[config.mk]
export PLATFORM = sky130hd
export DESIGN_NAME = z80_io_responder
export DESIGN_NICKNAME = d
export VERILOG_FILES = /design/src/rtl/z80_bus_pkg.sv /design/src/rtl/z80_wait_gen.sv /design/src/rtl/z80_io_responder.sv
export SDC_FILE = /design/constraint.sdc
export NUM_CORES = 1
export LEC_CHECK = 0
export CAP_MARGIN = 20
export CORE_MARGIN = 4
export CORE_UTILIZATION = 45
export CTS_CLUSTER_SIZE = 28
export DETAILED_ROUTE_END_ITERATION = 8
export PLACE_DENSITY = 0.84
export REMOVE_ABC_BUFFERS = 1
export SETUP_SLACK_MARGIN = 0.5
export SLEW_MARGIN = 5
export SYNTH_ARGS = -nofsm -noshare
export SYNTH_HDL_FRONTEND = slang
export SYNTH_SLANG_ARGS = --single-unit
[constraint.sdc]
create_clock -name CLK -period 3.9 [get_ports CLK]
set_clock_uncertainty 0.1 [all_clocks]
set_input_delay 1.17 -clock CLK [delete_from_list [all_inputs] [get_ports CLK]]
set_output_delay 1.17 -clock CLK [all_outputs]
set_load 0.01 [all_outputs]
[src/rtl/z80_bus_pkg.sv]
// Shared Z80 bus definitions: responder states, wait counter width and
// the strobe decoder used to classify the current bus cycle.
package z80_bus_pkg;

  localparam int WAIT_CNT_W = 3;

  typedef enum logic [1:0] {
    ST_IDLE,
    ST_ACCESS,
    ST_HOLD,
    ST_INTA
  } io_state_e;

  typedef enum logic [1:0] {
    CYC_NONE,
    CYC_IO_RD,
    CYC_IO_WR,
    CYC_INTA
  } bus_cycle_e;

  // Refresh or an idle IORQ never counts; an I/O cycle needs exactly one of RD/WR.
  function automatic bus_cycle_e decode_strobes(
    input logic n_m1,
    input logic n_iorq,
    input logic n_rd,
    input logic n_wr,
    input logic n_rfsh
  );
    bus_cycle_e cyc;
    cyc = CYC_NONE;
    if (!n_rfsh || n_iorq) begin
      cyc = CYC_NONE;
    end else if (!n_m1) begin
      cyc = CYC_INTA;
    end else if (!n_rd && n_wr) begin
      cyc = CYC_IO_RD;
    end else if (n_rd && !n_wr) begin
      cyc = CYC_IO_WR;
    end
    return cyc;
  endfunction

endpackage

[src/rtl/z80_wait_gen.sv]
// Loadable saturating wait-state counter plus the registered n_WAIT line.
module z80_wait_gen
  import z80_bus_pkg::*;
#(
  parameter int WAIT_STATES = 2
) (
  input  logic clk,
  input  logic rst,
  input  logic load,          // access accepted: start counting, pull n_WAIT low
  input  logic run,           // access in progress: count down
  input  logic wait_done,     // access finished or aborted: release n_WAIT
  output logic cnt_expiring,  // counter is 0 after this cycle's decrement
  output logic n_wait
);

  localparam logic [WAIT_CNT_W-1:0] WAIT_INIT = WAIT_CNT_W'(WAIT_STATES);

  logic [WAIT_CNT_W-1:0] cnt_reg;
  logic [WAIT_CNT_W-1:0] cnt_dec;
  logic                  n_wait_reg;

  // Saturating decrement value and its zero flag.
  always_comb begin
    cnt_dec      = (cnt_reg == '0) ? '0 : cnt_reg - WAIT_CNT_W'(1);
    cnt_expiring = (cnt_dec == '0);
  end

  // Counter and n_WAIT register; load wins over run, done parks the counter at 0.
  always_ff @(posedge clk or posedge rst) begin
    if (rst) begin
      cnt_reg    <= '0;
      n_wait_reg <= 1'b1;
    end else begin
      if (load) begin
        cnt_reg <= WAIT_INIT;
      end else if (wait_done) begin
        cnt_reg <= '0;
      end else if (run) begin
        cnt_reg <= cnt_dec;
      end
      if (load) begin
        n_wait_reg <= 1'b0;
      end else if (wait_done) begin
        n_wait_reg <= 1'b1;
      end
    end
  end

  assign n_wait = n_wait_reg;

endmodule

[src/rtl/z80_io_responder.sv]
// Z80 I/O port responder: decodes I/O cycles on a masked port range, runs a
// handshake with a backend while holding the CPU in wait states, and answers
// mode-2 interrupt acknowledge cycles with a fixed vector.
module z80_io_responder
  import z80_bus_pkg::*;
#(
  parameter logic [7:0] IO_BASE     = 8'h40,
  parameter logic [7:0] IO_MASK     = 8'hF0,
  parameter int         WAIT_STATES = 2,
  parameter logic [7:0] VECTOR      = 8'hE0
) (
  input  logic        CLK,
  input  logic        RESET,
  input  logic [15:0] A,
  input  logic [7:0]  D_IN,
  output logic [7:0]  D_OUT,
  output logic        D_OE,
  input  logic        n_M1,
  input  logic        n_IORQ,
  input  logic        n_RD,
  input  logic        n_WR,
  input  logic        n_RFSH,
  output logic        n_WAIT,
  output logic        n_INT,
  output logic        BE_REQ,
  output logic        BE_WE,
  output logic [3:0]  BE_ADDR,
  output logic [7:0]  BE_WDATA,
  input  logic [7:0]  BE_RDATA,
  input  logic        BE_ACK,
  input  logic        IRQ,
  output logic        IRQ_ACK
);

  io_state_e  state_reg, state_next;
  bus_cycle_e cyc;
  logic       port_hit;
  logic       strobe_held;
  logic       ack_now;

  logic [7:0] d_out_reg, d_out_next;
  logic       d_oe_reg, d_oe_next;
  logic       be_req_reg, be_req_next;
  logic       be_we_reg, be_we_next;
  logic [3:0] be_addr_reg, be_addr_next;
  logic [7:0] be_wdata_reg, be_wdata_next;
  logic       ack_seen_reg, ack_seen_next;
  logic       irq_ack_reg, irq_ack_next;
  logic       n_int_reg;

  logic       wg_load, wg_run, wg_done, wg_expiring;

  // The upper address byte carries the A register during I/O and is not decoded.
  wire unused_addr_hi = ^A[15:8];

  assign cyc         = decode_strobes(n_M1, n_IORQ, n_RD, n_WR, n_RFSH);
  assign port_hit    = ((A[7:0] ^ IO_BASE) & IO_MASK) == 8'h00;
  assign strobe_held = !n_IORQ && (be_we_reg ? !n_WR : !n_RD);
  assign ack_now     = ack_seen_reg || BE_ACK;

  z80_wait_gen #(
    .WAIT_STATES (WAIT_STATES)
  ) u_wait_gen (
    .clk          (CLK),
    .rst          (RESET),
    .load         (wg_load),
    .run          (wg_run),
    .wait_done    (wg_done),
    .cnt_expiring (wg_expiring),
    .n_wait       (n_WAIT)
  );

  // Next-state and next-output logic for the bus responder.
  always_comb begin
    state_next    = state_reg;
    d_out_next    = d_out_reg;
    d_oe_next     = d_oe_reg;
    be_req_next   = be_req_reg;
    be_we_next    = be_we_reg;
    be_addr_next  = be_addr_reg;
    be_wdata_next = be_wdata_reg;
    ack_seen_next = ack_seen_reg;
    irq_ack_next  = 1'b0;
    wg_load       = 1'b0;
    wg_run        = 1'b0;
    wg_done       = 1'b0;
    case (state_reg)
      ST_IDLE: begin
        ack_seen_next = 1'b0;
        if ((cyc == CYC_IO_RD || cyc == CYC_IO_WR) && port_hit) begin
          state_next    = ST_ACCESS;
          be_req_next   = 1'b1;
          be_we_next    = (cyc == CYC_IO_WR);
          be_addr_next  = A[3:0];
          be_wdata_next = D_IN;
          wg_load       = 1'b1;
          if (cyc == CYC_IO_RD) begin
            d_oe_next  = 1'b1;
            d_out_next = 8'h00;
          end
        end else if (cyc == CYC_INTA && !n_int_reg) begin
          state_next   = ST_INTA;
          d_out_next   = {VECTOR[7:1], 1'b0};
          d_oe_next    = 1'b1;
          irq_ack_next = 1'b1;
        end
      end
      ST_ACCESS: begin
        wg_run = 1'b1;
        if (!strobe_held) begin
          // CPU abandoned the cycle: drop everything, a late ack lands in IDLE.
          state_next    = ST_IDLE;
          be_req_next   = 1'b0;
          d_oe_next     = 1'b0;
          ack_seen_next = 1'b0;
          wg_done       = 1'b1;
        end else begin
          if (BE_ACK && !ack_seen_reg) begin
            ack_seen_next = 1'b1;
            be_req_next   = 1'b0;
            if (!be_we_reg) begin
              d_out_next = BE_RDATA;
            end
          end
          if (ack_now && wg_expiring) begin
            state_next  = ST_HOLD;
            be_req_next = 1'b0;
            wg_done     = 1'b1;
          end
        end
      end
      ST_HOLD, ST_INTA: begin
        if (n_IORQ) begin
          state_next = ST_IDLE;
          d_oe_next  = 1'b0;
        end
      end
      default: state_next = ST_IDLE;
    endcase
  end

  // State and output registers, all cleared immediately by RESET.
  always_ff @(posedge CLK or posedge RESET) begin
    if (RESET) begin
      state_reg    <= ST_IDLE;
      d_out_reg    <= 8'h00;
      d_oe_reg     <= 1'b0;
      be_req_reg   <= 1'b0;
      be_we_reg    <= 1'b0;
      be_addr_reg  <= 4'h0;
      be_wdata_reg <= 8'h00;
      ack_seen_reg <= 1'b0;
      irq_ack_reg  <= 1'b0;
      n_int_reg    <= 1'b1;
    end else begin
      state_reg    <= state_next;
      d_out_reg    <= d_out_next;
      d_oe_reg     <= d_oe_next;
      be_req_reg   <= be_req_next;
      be_we_reg    <= be_we_next;
      be_addr_reg  <= be_addr_next;
      be_wdata_reg <= be_wdata_next;
      ack_seen_reg <= ack_seen_next;
      irq_ack_reg  <= irq_ack_next;
      n_int_reg    <= ~IRQ;
    end
  end

  assign D_OUT    = d_out_reg;
  assign D_OE     = d_oe_reg;
  assign BE_REQ   = be_req_reg;
  assign BE_WE    = be_we_reg;
  assign BE_ADDR  = be_addr_reg;
  assign BE_WDATA = be_wdata_reg;
  assign IRQ_ACK  = irq_ack_reg;
  assign n_INT    = n_int_reg;

endmodule

# Word-level counts from Yosys, hierarchy flattened
# Index checks and enable logic that the tools add are counted.
dict set report classes {
  add_sub_neg 1
  n_eq_ne 17
  muxes 47
  bitwise_logic 2
  reduce_logical 30
}
# op n
set op_table {}
lappend op_table {{$mux 8} 6}
lappend op_table {{$mux 1} 23}
lappend op_table {{$mux 2} 9}
lappend op_table {{$pmux 8 s2} 1}
lappend op_table {{$mux 3} 4}
lappend op_table {{$ne 2x2->1 const B} 6}
lappend op_table {{$ne 3x3->1 const B} 4}
lappend op_table {{$eq 2x2->1 const B} 4}
lappend op_table {{$logic_not 8->1} 1}
lappend op_table {{$logic_and 1x1->1} 7}
lappend op_table {{$logic_not 1->1} 6}
lappend op_table {{$logic_not 3->1} 2}
lappend op_table {{$pmux 2 s3} 1}
lappend op_table {{$reduce_and 3->1} 2}
lappend op_table {{$reduce_and 6->1} 1}
lappend op_table {{$eq 2x1->1 const B} 2}
lappend op_table {{$ne 4x4->1 const B} 1}
lappend op_table {{$pmux 1 s2} 2}
lappend op_table {{$reduce_and 2->1} 2}
lappend op_table {{$reduce_and 4->1} 1}
lappend op_table {{$reduce_bool 2->1} 2}
lappend op_table {{$logic_or 1x1->1} 3}
lappend op_table {{$pmux 1 s3} 1}
lappend op_table {{$reduce_bool 3->1} 1}
lappend op_table {{other kinds (4)} 5}
dict set report totals {
  reg_bits 32
  in_bits 41
  wordCells 109
}

# Longest topological paths before layout
# Gate-level depths: netlist of run 1.
dict set report logic_depth {
  ltp_word 12
  ltp_mapped 10
  depth_no_buf 9
}

# Hierarchy
# Synthesis of run 1 repeated with hierarchy kept, for this count alone.
dict set report unflattened {
  hier_cells 135
  area_unflattened_um2 1542.7
}
# mod n_inst cells_per_inst area_each_um2 seq_area_each_um2
set by_module_without_submodules {}
lappend by_module_without_submodules {z80_io_responder 1 110 1310.0 701.9}
lappend by_module_without_submodules {z80_wait_gen 1 25 232.7 101.3}

# Worst setup path before layout of run 1
# Ideal clock, no wire load.
dict set report synth_path {
  path_kind {input to register}
  startpoint {input n_RFSH}
  endpoint {register d_out_reg[5] (netlist: D_OUT[5])}
  t_arrival_ps 3076
  setup_slack_ps 599
  path_stages 7
  path_buffers 0
  cell_sequence {nor2b_1 and2_1 ha_1 nor4b_4 a211oi_2 a311oi_4 mux2_4}
}
dict set report synth_via {
  elab_chain_cells 8
  word_cells_on_any_way 14
  classes_between {eq/ne: 5; mux: 3; reduce/logical: 6}
}
# item line_no
set synth_lines {}
lappend synth_lines {{from (decl)} z80_io_responder.sv:22} ;# input logic n_RFSH,
lappend synth_lines {{$logic_not 1->1 *} z80_bus_pkg.sv:31} ;# if (!n_rfsh || n_iorq) begin
lappend synth_lines {{$logic_or 1x1->1 *} z80_bus_pkg.sv:31}
lappend synth_lines {{$mux 2 *} z80_bus_pkg.sv:31}
lappend synth_lines {{$eq 2x1->1 / $eq 2x2->1 (equally long branches)} {z80_io_responder.sv:90, z80_io_responder.sv:97}}
lappend synth_lines {{$logic_or 1x1->1} z80_io_responder.sv:90} ;# if ((cyc == CYC_IO_RD || cyc == CYC_IO_WR) && port_hit) begin
lappend synth_lines {{$logic_and 1x1->1} z80_io_responder.sv:90}
lappend synth_lines {{$ne 3x3->1 (no line) / $mux 8 (equally long branches)} -}
lappend synth_lines {{$reduce_and 6->1 (no line) / $pmux 8 s2 (equally long branches)} -}
lappend synth_lines {{to (signal assigned)} z80_io_responder.sv:157} ;# d_out_reg <= d_out_next;
lappend synth_lines {{to (decl)} z80_io_responder.sv:41} ;# logic [7:0] d_out_reg, d_out_next;
# Every way passes the cells marked *; elsewhere a longest branch is shown, timed or not.
# A chain may end at the register's enable or synchronous reset.

# Worst setup path in the final report of run 1
dict set report layout_path {
  startpoint {input n_RD}
  endpoint {register d_out_reg[6] (netlist: D_OUT[6])}
}
dict set report layout_via {
  elab_chain_cells 10
  word_cells_on_any_way 21
  classes_between {eq/ne: 6; mux: 7; reduce/logical: 8}
}
# item line_no
set layout_lines {}
lappend layout_lines {{from (decl)} z80_io_responder.sv:20} ;# input logic n_RD,
lappend layout_lines {{$logic_and 1x1->1 / $logic_not 1->1 (equally long branches)} {z80_bus_pkg.sv:37, z80_bus_pkg.sv:35, z80_io_responder.sv:58}}
lappend layout_lines {{$mux 2 / $logic_and 1x1->1 (equally long branches)} {z80_bus_pkg.sv:37, z80_bus_pkg.sv:35}}
lappend layout_lines {{$mux 2} z80_bus_pkg.sv:35} ;# end else if (!n_rd && n_wr) begin
lappend layout_lines {{$mux 2} z80_bus_pkg.sv:33} ;# end else if (!n_m1) begin
lappend layout_lines {{$mux 2} z80_bus_pkg.sv:31}
lappend layout_lines {{$eq 2x1->1 / $eq 2x2->1 (equally long branches)} {z80_io_responder.sv:90, z80_io_responder.sv:97}}
lappend layout_lines {{$logic_or 1x1->1} z80_io_responder.sv:90}
lappend layout_lines {{$logic_and 1x1->1} z80_io_responder.sv:90}
lappend layout_lines {{$ne 3x3->1 (no line) / $mux 8 (equally long branches)} -}
lappend layout_lines {{$reduce_and 6->1 (no line) / $pmux 8 s2 (equally long branches)} -}
# Several ways; a longest one is shown, not always the timed one.

==> flow_summary.ini, run 1 <==
[timing]
rsz0062_at_grt = false
worstMarginPinSlew_ps = 559
final-hold-violation-count = 0
slew_headroom = 0.627
min_period_ps = 3280
worst_slack_ps = 621
period_share = 0.841
fmax_ghz = 0.305
setup_viol = 0
drv_slew = 0

[detailed_routing]
num_vias = 1256
drc = 0
first_pass_iters = 4
drt_iter0_markers = 25
antenna_left = 0
via_per_inst = 4.98
wl_mm = 3.50
wl_per_cell_um = 13.9

[logic_synthesis]
ys_seq_elements = 32
synthDistinctLibCells = 36
syn_inst = 140
ys_warn_count = 0
yosys-top-cells-area = dfrtp_1, mux2_2, mux2i_1
syn_area_sq_um = 1580
syn_avg_cell_area_sq_um = 11.3
synth_top_area_cell = dfrtp_1
yosys-top-cells-count = dfrtp_1, inv_1, mux2_2
synth_enable_flop_cells = 0
synth_most_common_cell = dfrtp_1
ys_seq_area_frac = 0.508
synth_top_area_frac = 0.475
ys.flop_type = dfrtp_1
synthArstFlopShare = 1.00

[grt]
grt_usage = 0.174
grt_antenna_before_repair = 0
grt_pass1_vias = 1400
grt_pass1_wl_mm = 5.83
grt_max_degree = 19
grt.overflow.total = 0

[final_layout]
final_layout_size_suffix_gt1_frac = 0.199
seq_area_sq_um = 803
multi_input_area_sq_um = 709
area_growth_pct = 47.4
final_area_sq_um = 2330
nets = 249
diodes = 0
finalNonFillerCells = 252
fill_cells = 270

[clock_tree]
tritoncts = built
postCtsHoldBufs = 0
numCtsBuffers = 5
clock_latency_ps = 330
cts_root_buffer = clkbuf_4
clockBufferDepth = 2
clk_pin_slew_worst_paths_ps = 100
cts_htree_levels = 2
cts_sinks = 32

[placement]
placedCellCount = 241
place.gp.congestion = 0.809
placed_cell_area_sq_um = 2220
post-place-ws_ps = -43.9
dp_hpwl_mm = 2.69
numPortBuffers = 58

[power]
vdd_drop_max_mv = 0.268
total_power_uw = 1250
power.leakage_uw = 0.00106
power.density_nw_per_um2 = 537

[floorplanning]
fp.dieH_um = 67.3
core_sq_um = 3360
ios = 67
rows = 21
die_area_sq_um = 4530
die_x_um = 67.3
start_util = 0.470

[critical_path]
path_max_fanout = 5
critPathLaunchType = input pin
worstSetupPathType = input pin to flip-flop
critPathArrivalTime_ps = 3400
crit_path_end_kind = flip-flop
cp.required_ps = 4020

[hold_path]
hold_class = flip-flop to flip-flop

[run_status]
status = complete, no violations

[run]
max_cap_violations = 0
==> final timing paths <==
check	start	end	slack [ps]	cells after the start
worst max-delay path	n_RD	D_OUT[6]	620	11
max in group asynchronous	RESET	n_INT	1920	3
min in group asynchronous	RESET	BE_WDATA[6]	1080	2
worst min-delay path	u_wait_gen.n_wait	u_wait_gen.n_wait	380	2
worst min register to register	u_wait_gen.n_wait	u_wait_gen.n_wait	380	2
worst max register to register	state_reg[1]	D_OUT[6]	1830	5
==> metrics by stage <==
step | hold slack, ps | utilization | setup TNS, ps
finish | 376 | 0.693 | 0
floorplan | 367 | - | 0
CTS | 383 | 0.689 | 0
global placement | 357 | 0.659 | 0
detailed placement | 366 | 0.659 | -89.3
global route | 413 | 0.693 | 0
==> logic make-up (layout without fill, tap and decap cells) <==
kind of cell    after synthesis  in the layout  share of synthesized area
flops                        32             32                      0.508
simple gates                 32             32                      0.123
compound gates               28             28                      0.124
mux                          23             23                      0.166
buf+inv                      22             88                     0.0546
fa+ha+maj                     3              3                     0.0237
==> area by class of cell <==
class / count / area share
Sequential cell: 32 / 0.345
Multi-Input combinational cell: 86 / 0.304
Timing Repair Buffer: 64 / 0.271
Clock buffer: 8 / 0.0295
Inverter: 16 / 0.0258
Tap cell: 46 / 0.0247
==> worst max-delay path, stage by stage <==
cell and delay (ps):
clkdlybuf4s50_1 510, inv_1 50, o21ai_1 130, nand2_1 120, ha_4 290, nor4b_4 40
buf_4 150, and2_4 180, a311oi_4 270, buf_4 190, mux2_4 300
==> placed cells by master, fill, tap and decap left out, types with 2 or more instances in the layout <==
| cell | n |
|---|---|
| a21oi_1 | 10 |
| clkbuf_8 | 2 |
| ha_1 | 2 |
| nor2_1 | 7 |
| inv_1 | 16 |
| dfstp_2 | 2 |
| mux2_2 | 14 |
| nand2_1 | 10 |
| buf_4 | 5 |
| o21a_1 | 2 |
| o21ai_0 | 5 |
| clkbuf_4 | 5 |
| dfrtp_1 | 30 |
| clkdlybuf4s50_1 | 57 |
| mux2_4 | 3 |
| nor2b_1 | 3 |
| nand2b_1 | 2 |
| mux2i_1 | 6 |
==> report_power, final <==
part / internal (uW) / total [uW] / switching [uW]
sequential: 439 / 517 / 78.0
clock: 106 / 217 / 111
combinational: 307 / 518 / 211
total: 853 / 1250 / 400
==> repair_timing <==
action                                  CTS  global route
buffers inserted                          3             0
resized for setup                         3             3
endpoints found under the setup margin   17            22
pin swaps                                 3             1
==> per-layer routing <==
layer / share of wire / global-route usage / up-vias
met5: 0 / 0 / -
met3: 0.11 / 0.0799 / 7
met1: 0.41 / 0.188 / 586
met4: 0.019 / 0.0810 / 0
met2: 0.47 / 0.288 / 52
li1: - / - / 611
(Power assumes the default switching activity.)
==> run 2, diff against run 1 <==
- CORE_UTILIZATION: 45 -> 42
- PLACE_DENSITY: 0.84 -> 0.79
- clock period: 3.9 -> 3.2 ns (I/O delays scaled with it)
==> flow_summary.ini, run 2 (synthesized netlist as in run 1, its figures left out) <==
[floorplanning]
start_util = 0.432
fp.dieH_um = 69.4
die_area_sq_um = 4810
core_sq_um = 3660
die_x_um = 69.4
rows = 22
ios = 67

[critical_path]
path_max_fanout = 5
worstSetupPathType = input pin to flip-flop
crit_path_end_kind = flip-flop
crit_chain = buf_6 > nor2b_4 > and2_4 > ha_4 > nor4b_4 > a211oi_2 > a311oi_4 > buf_6 > mux2i_1
cp.required_ps = 3300
path_delay_family = compound AO/OA/AOI/OAI gates
cpPeakStageDelay_ps = 420
crit_buf_inv = 2
cpMostUsedCell = buf_6
critPathLaunchType = input pin
critPathArrivalTime_ps = 2810
cpMaxStageDelayCell = a311oi_4

[grt]
grt_usage = 0.168
grt_pass1_wl_mm = 6.42
grt_antenna_before_repair = 0
grt_pass1_vias = 1450
grt_max_degree = 33
grt.overflow.total = 0

[clock_tree]
clockBufferDepth = 2
numCtsBuffers = 5
cts_htree_levels = 2
clk_pin_slew_worst_paths_ps = 70
cts_root_buffer = clkbuf_8
clock_latency_ps = 280
cts_sinks = 32
tritoncts = built

[detailed_routing]
wl_mm = 4.06
wl_per_cell_um = 15.3
num_vias = 1331
via_per_inst = 5.00
drt_iter0_markers = 40
first_pass_iters = 4
drc = 0
antenna_left = 0

[run_status]
status = complete, no violations

[timing]
worstMarginPinSlew_ps = 595
final-hold-violation-count = 0
period_share = 0.844
drv_slew = 0
slew_headroom = 0.603
setup_viol = 0
fmax_ghz = 0.370
min_period_ps = 2700
rsz0062_at_grt = true

[placement]
numPortBuffers = 58
dp_hpwl_mm = 2.87
place.gp.congestion = 0.737
placedCellCount = 253

[final_layout]
diodes = 0
layout_common_cells = clkdlybuf4s50_1, dfrtp_1, mux2_4
finalNonFillerCells = 266
final_common_cell = clkdlybuf4s50_1
final_util = 0.693
fill_cells = 280
area_growth_pct = 60.5
final_layout_size_suffix_gt1_frac = 0.289
nets = 261

[power]
power.leakage_uw = 0.00117
total_power_uw = 1610
power.density_nw_per_um2 = 635
vdd_drop_max_mv = 0.428

[run]
max_cap_violations = 0

[hold_path]
hold_class = flip-flop to flip-flop
[run 2: final timing paths]
check                                     to         startpoint  slack, ps  depth (start not counted)
hold reg to reg            u_wait_gen.n_wait  u_wait_gen.n_wait        360                          2
max in group asynchronous  u_wait_gen.n_wait              RESET       1690                          3
hold / removal             u_wait_gen.n_wait  u_wait_gen.n_wait        360                          2
min in group asynchronous         BE_ADDR[2]              RESET        970                          3
setup / recovery                    D_OUT[3]             n_RFSH        500                          9
setup reg to reg                    D_OUT[7]       state_reg[1]       1240                          4
[run 2: repair_timing]
action,4_1_cts,5_1_grt
hold buffers,0,0
pin swaps,8,6
resized for setup,29,24
endpoints found under the setup margin,29,22
cloned,0,1
buffers inserted,3,1
[run 2: routing by layer]
| metal | vias to the layer above | part of all wire | GRT usage |
|---|---|---|---|
| met1 | 647 | 0.40 | 0.187 |
| met5 | - | 0 | 0 |
| met4 | 0 | 0.0079 | 0.0456 |
| met2 | 49 | 0.51 | 0.291 |
| met3 | 4 | 0.077 | 0.0739 |
| li1 | 631 | - | - |
[run 2: area by class of cell]
type,instances,area [sq um],area share
inverters,16,60.1,0.0237
clock inverters,1,5.00,0.00197
repair buffers,76,757,0.298
well taps,48,60.1,0.0237
multi-input cells,86,777,0.306
flip-flops and latches,32,803,0.316
clock buffers,7,76.3,0.0301
[run 2: metrics by stage]
stage	hold WS [ps]	TNS, ps	setup WS (ps)	instance area, sq um
2_1_floorplan	367	0	109	1560
3_3_place_gp	353	-4710	-265	2310
3_5_place_dp	357	-6800	-376	2310
4_1_cts	367	0	507	2420
5_1_grt	385	0	374	2540
6_report	362	0	498	2540
[run 2: power by group]
group / leakage (uW) / internal (uW) / total (uW) / switching, uW
clock network: 0.0000422 / 152 / 294 / 142
registers: 0.000408 / 537 / 633 / 96.6
logic: 0.000720 / 412 / 684 / 272
[run 2: worst min-delay path: stages, from the launching register on]
cell,delay [ps]
dfstp_2,370
inv_1,40
a21oi_1,50
